--- config.mk ---
export PLATFORM = sky130hd
export DESIGN_NAME = req_encoder4to2
export DESIGN_NICKNAME = d
export VERILOG_FILES = /design/src/rtl/req_encoder4to2.sv
export SDC_FILE = /design/constraint.sdc
export NUM_CORES = 1
export LEC_CHECK = 0
export CAP_MARGIN = 10
export CORE_MARGIN = 2
export CORE_UTILIZATION = 30
export CTS_BUF_LIST = sky130_fd_sc_hd__clkbuf_8
export DETAILED_ROUTE_END_ITERATION = 7
export GPL_ROUTABILITY_DRIVEN = 0
export PLACE_DENSITY = 0.66
export SKIP_LAST_GASP = 1
export SLEW_MARGIN = 40
export SYNTH_ARGS = -nofsm -noshare
export SYNTH_HDL_FRONTEND = slang
export SYNTH_SLANG_ARGS = --single-unit
--- constraint.sdc ---
create_clock -name clk -period 3.7 [get_ports clk]
set_clock_uncertainty 0.05 [all_clocks]
set_input_delay 0.555 -clock clk [delete_from_list [all_inputs] [get_ports clk]]
set_output_delay 0.555 -clock clk [all_outputs]
set_load 0.02 [all_outputs]
--- src/rtl/req_encoder4to2.sv ---
// Sequential 4-to-2 request encoder: captures multi-hot request pulses and
// presents them one at a time as binary codes over a valid/ready handshake.
module req_encoder4to2 #(
    parameter bit RR = 1'b1
) (
    input  logic       clk,
    input  logic       rst_n,
    input  logic [3:0] req,
    input  logic       out_ready,
    output logic       out_valid,
    output logic [1:0] out_code,
    output logic [3:0] out_onehot,
    output logic [3:0] pending,
    output logic       overrun,
    input  logic       clr_overrun
);

    localparam int unsigned N = 4;
    localparam int unsigned W = 2;

    logic [W-1:0] ptr;
    logic         load;
    logic [N-1:0] presented_mask;
    logic [N-1:0] req_eff;
    logic [N-1:0] cand;
    logic [W-1:0] sel;
    logic [W-1:0] idx;
    logic         found;
    logic         overrun_set;

    logic         out_valid_n;
    logic [W-1:0] out_code_n;
    logic [N-1:0] pending_n;
    logic [W-1:0] ptr_n;
    logic         overrun_n;

    // Candidate selection and next-state computation
    always_comb begin
        load           = !out_valid || out_ready;
        presented_mask = out_valid ? (N'(1) << out_code) : '0;
        // A request for the code held under stall merges into it rather than queueing a duplicate
        req_eff        = load ? req : (req & ~presented_mask);
        cand           = pending | req_eff;
        sel            = '0;
        idx            = '0;
        found          = 1'b0;

        if (RR) begin
            for (int i = 0; i < int'(N); i++) begin
                idx = ptr + W'(i);
                if (!found && cand[idx]) begin
                    sel   = idx;
                    found = 1'b1;
                end
            end
        end else begin
            for (int i = 0; i < int'(N); i++) begin
                if (cand[i]) begin
                    sel = W'(i);
                end
            end
        end

        overrun_set = (|(req & pending)) || (!load && (|(req & presented_mask)));

        out_valid_n = out_valid;
        out_code_n  = out_code;
        pending_n   = pending;
        ptr_n       = ptr;

        if (load) begin
            if (|cand) begin
                out_valid_n = 1'b1;
                out_code_n  = sel;
                pending_n   = cand & ~(N'(1) << sel);
                ptr_n       = sel + W'(1);
            end else begin
                out_valid_n = 1'b0;
                pending_n   = '0;
            end
        end else begin
            pending_n = pending | req_eff;
        end

        if (overrun_set) begin
            overrun_n = 1'b1;
        end else if (clr_overrun) begin
            overrun_n = 1'b0;
        end else begin
            overrun_n = overrun;
        end
    end

    always_ff @(posedge clk) begin
        if (!rst_n) begin
            out_valid <= 1'b0;
            out_code  <= '0;
            pending   <= '0;
            ptr       <= '0;
            overrun   <= 1'b0;
        end else begin
            out_valid <= out_valid_n;
            out_code  <= out_code_n;
            pending   <= pending_n;
            ptr       <= ptr_n;
            overrun   <= overrun_n;
        end
    end

    assign out_onehot = out_valid ? (N'(1) << out_code) : '0;

endmodule

* Word level (Yosys, flattened, before mapping)
Cells that the tools add are included.
** Word-level totals
- Register bits after elaboration :: 10
- Output and inout port bits :: 12
- Logic and storage cells :: 60
** Cells by class
- $add $sub $neg :: 4
- $lt $le $gt $ge :: 4
- Shifts and indexed selects :: 2
- Mux-type cells :: 22
- Bitwise operators :: 7
- Reduce and logical (&&, ||, !) cells :: 16
** Operators with widths (count)
- $and A4 B4 Y4 :: 4
- $mux W4 :: 4
- $lt A2 B3 Y1 const B :: 4
- $reduce_or A4 Y1 :: 3
- $mux W1 :: 10
- $bmux W1 S2 :: 4
- $mux W2 :: 4
- $not A4 Y4 :: 2
- $shl A1 B2 Y4 const A :: 2
- $logic_not A1 Y1 :: 5
- $add A2 B1 Y2 const B :: 2
- $add A2 B2 Y2 const B :: 2
- $logic_and A1 B1 Y1 :: 4
- $or A4 B4 Y4 :: 1
- $logic_or A1 B1 Y1 :: 2
- $reduce_and A2 Y1 :: 1
- $reduce_bool A2 Y1 :: 1

* Depth between registers and ports, before layout
- Depth after elaboration :: 23
- Mapped depth :: 6

* Least setup slack after synthesis
OpenSTA, ideal clock, no wires.
- Kind :: input port to flip-flop
- From :: input port out_ready
- To :: register pending[2]
- Data arrival time :: 1.969 ns
- Data required time :: 3.564 ns
- Path slack :: 1.595 ns
- Cell stages on the path :: 6
- Path buffers :: 0
- Cell sequence :: or4b_1 a211oi_1 a211oi_1 a211oi_4 nor2_1 a211oi_1
** On the way
- Cells in the longest elaborated chain, start to end :: 20
- Elaborated cells on any way between the ends :: 30
- Classes of those cells :: shift (1); mux (18); bitwise (3); reduce/logical (8)
** Ends and longest elaborated chain
- start, declared :: RTL line 9 : input logic out_ready,
- $logic_or A1 B1 Y1 (*) :: RTL line 39 : load = !out_valid || out_ready;
- $mux W4 :: RTL line 42 : req_eff = load ? req : (req & ~presented_mask);
- $or A4 B4 Y4 :: RTL line 43, 82
- $bmux W1 S2 :: RTL line 51 : if (!found && cand[idx]) begin
- $mux W1 (implied by the code) :: RTL line 51
- $mux W1 :: RTL line 51
- $logic_not A1 Y1 :: RTL line 51
- $logic_and A1 B1 Y1 :: RTL line 51
- [4 not listed]
- $logic_not A1 Y1 :: RTL line 51
- $logic_and A1 B1 Y1 :: RTL line 51
- $mux W2 :: RTL line 51
- $shl A1 B2 Y4 :: RTL line 75 : pending_n = cand & ~(N'(1) << sel);
- $not A4 Y4 :: RTL line 75
- $and A4 B4 Y4 :: RTL line 75
- $mux W4 :: RTL line 72 : if (|cand) begin
- $mux W4 (*) :: RTL line 71 : if (load) begin
- end signal, assigned :: RTL line 104 : pending <= pending_n;
- end, declared :: RTL line 13 : output logic [3:0] pending,
Every way passes the cells marked *; elsewhere a longest branch is shown, timed or not. The select of a mux whose other input is x is not followed.
A chain may end at the register's enable or synchronous reset.

* Worst setup path after layout
Ends and elaborated chain as after synthesis.

==> flow_metrics.tcl <==
set metrics [dict create \
    setup-violations-final 0 \
    synth.ff_latch_count 10 \
    postSynth.asyncResetShare_pct 0 \
    p_leak_uw 0.000307 \
    port_buffers 19 \
    rsz0062_at_grt "no" \
    setup.worst_path.end_class "flip-flop" \
    detail_route.wl_per_cell_um 13.6 \
    worstPathCellList "clkdlybuf4s50_1 -> or4b_1 -> a211oi_1 -> a211oi_1 -> a211oi_4 -> nor2_1 -> a211oi_1" \
    timing.hold.worst_path_depth 2 \
    ys_top_cells_by_count "dfxtp_1 (10), nor2_1 (6), a21oi_1 (5), nand2_1 (5), a211oi_1 (4)" \
    max_clk_rate_ghz 0.396 \
    cp.arrival_ps 2620 \
    worst_reg2reg_path_depth 6 \
    finalCoreUtilization_pct 44.4 \
    postLayoutSetupSlackWorst_ps 1170 \
    ctsHtreeMaxLevel 1 \
    core_area_sq_um 1920 \
    synth.avg_cell_area_sq_um 8.99 \
    num_ports 20 \
    overflow 0 \
    cts.root.buffer_cell "clkbuf_8" \
    worst_r2r_startpoint "out_valid" \
    grt_first_pass_wirelength_um 2530 \
    power.ir.vdd_worst_v 0.000309 \
    die_width_um 48.5 \
    crit_path_start_kind "primary input" \
    powerDensity_nw_per_um2 631 \
    clkTransAtPathRegs_ps 40 \
    synth_top_flop_cell "dfxtp_1" \
    first_global_vias 539 \
    post-route-drc-count 0 \
    hold_end "ptr[0]" \
    grt_antenna_before_repair 0 \
    post_cts.resized_instances 0 \
    criticalPathCategory "in2reg" \
    min_from "ptr[0]" \
    timing.final.max_slew_violations 0 \
    synth.yosys.warnings 0 \
    crit_path_frequent_cell "a211oi_1" \
    numPlacedInstances 111 \
    yosysTopAreaCell "dfxtp_1" \
    nets 97 \
    yosys-top-cells-area "dfxtp_1 (34%), a211oi_1 (5.1%), a21oi_1 (4.2%)" \
    result_of_the_run "complete, no violations" \
    number_of_synthesized_flops_with_an_enable_pin 0 \
    insertedDiodeCount 0 \
    post_drt_via_cell_ratio 5.36 \
    critPathMaxFanout 6 \
    pre_cts_ws_ps 949 \
    placement_rows 16 \
    cts_inserted_buffers 3 \
    routed-via-count 611 \
    clkSinkCount 10 \
    cts_hold_buffers 0 \
    post-synth-top-area-fraction_pct 33.8 \
    timing_hold_violations_final 0 \
    clock_path_buffers 2 \
    final.period_utilization_pct 68.3 \
    syn-num-nets 74 \
    maximum_number_of_pins_on_one_net_before_global_route_repair 12 \
    synth.lib_cells_used.distinct 33 \
    fin_crit_ps 2530 \
    cts_tree "done" \
    slew-limit-headroom_pct 69.5 \
    crit_slowest_cell "or4b_1" \
    finalSetupTns_ps 0 \
    timing.hold.worst.class "reg2reg" \
    chip_height_um 48.5 \
    cp.required_ps 3800 \
    layout.cells.non_filler 114 \
    regToRegSetupSlack_ps 1510 \
    drive_gt1_share_pct 9.20 \
    gr_usage_total_pct 14.5 \
    clock_insertion_delay_worst_skew_ps 240 \
    initial_utilization_pct 30.9 \
    cts_setup_buffers 0 \
    drtIter0Drc 10 \
    critical-path-max-stage-delay_ps 510 \
    area_growth_syn_to_layout_pct 43.9 \
    synth_most_common_cell "dfxtp_1" \
    detail-route-antenna-nets 0 \
    post_synthesis_cell_area_sq_um 593 \
    timing.rr.end "pending[2]" \
    floorplan.die_area_sq_um 2350 \
    worst_pin_slew_ps 458 \
    synth.yosys.seq_area_share_pct 33.8 \
    drt-total-wl_um 1560 \
    netlist_instances 66 \
    post-dp-hpwl_um 1200 \
    drtPass1Iterations 4 \
    drv.max_cap_violation_count 0 \
]
==> cell type report <==
class / count / area, sq um
flip-flops and latches: 10 / 200
multi-input cells: 53 / 380
well taps: 27 / 33.8
inverters: 2 / 7.51
clock buffers: 3 / 41.3
fillers: 210 / 1070
repair buffers: 19 / 190
==> power breakdown <==
part           switching (uW)  internal [uW]
combinational             127            123
clock                    40.2           71.0
sequential               41.4            137
==> cell families (layout without fill, tap and decap cells) <==
logic type      Yosys count  in the layout  synth area share [%]
flops                    10             10                  33.8
buf+inv                   3             24                  2.11
simple gates             24             24                  25.3
compound gates           27             27                  35.7
mux                       1              1                  1.69
xor+xnor                  1              1                  1.48
==> worst max path at each step <==
stage                    from    endpoint  slack [ps]  cells after the start
finish              out_ready  pending[2]        1170                      7
global route        out_ready  pending[2]         990                      7
CTS                 out_ready  pending[2]        1180                      7
global placement    out_ready  pending[2]         910                      7
floorplan           out_ready  pending[2]        1590                      6
detailed placement  out_ready  pending[2]         950                      7
==> cells in the final DEF (no fill, tap or decap) <==
cell type,synthesis,routed
clkdlybuf4s50_1,0,19
dfxtp_1,10,10
nor2_1,6,6
nand2_1,5,5
a21oi_1,5,5
a211oi_1,4,4
o21ai_0,3,3
clkbuf_8,0,3
a21o_1,2,2
nand4bb_1,2,2
nand4b_1,2,2
a311oi_1,2,2
nor2b_1,2,2
a22o_1,2,2
nor3b_1,1,1
and3b_1,1,1
and3_1,1,1
or2b_1,1,1
or4b_1,1,1
a21oi_2,1,1
a2bb2oi_1,1,1
o21bai_1,1,1
and3_4,1,1
a211oi_4,1,1
clkinv_1,1,1
o21a_2,1,1
mux2i_1,1,1
a222oi_1,1,1
a31oi_1,1,1
xnor2_1,1,1
nand3_1,1,1
o31ai_2,1,1
inv_1,1,1
a221oi_1,1,1
==> flip-flops by register name (all words and copies together) (netlist names) <==
signal,cells
out_code,2
out_valid,1
pending,4
overrun,1
ptr,2
==> stage by stage <==
stage	area [sq um]	power [uW]	hold WS (ps)
4_1_cts	853	541	471
2_1_floorplan	593	343	420
6_report	853	538	473
3_3_place_gp	812	425	451
3_5_place_dp	812	428	447
5_1_grt	853	576	501
==> routing by layer <==
layer  share of wire [%]  track usage (%)  vias up
met1                  47             17.6      271
met5                   0                0        -
met4                 1.3             5.71        0
li1                    -                -      307
met3                 8.2             6.48        4
met2                  43             22.5       29
==> worst max-delay path: cells and delay by family <==
kind	cells	cell delay, ps
buf+inv	1	470
compound gates	4	990
simple gates	2	610
Note: power is estimated with default switching activity, not from simulation.
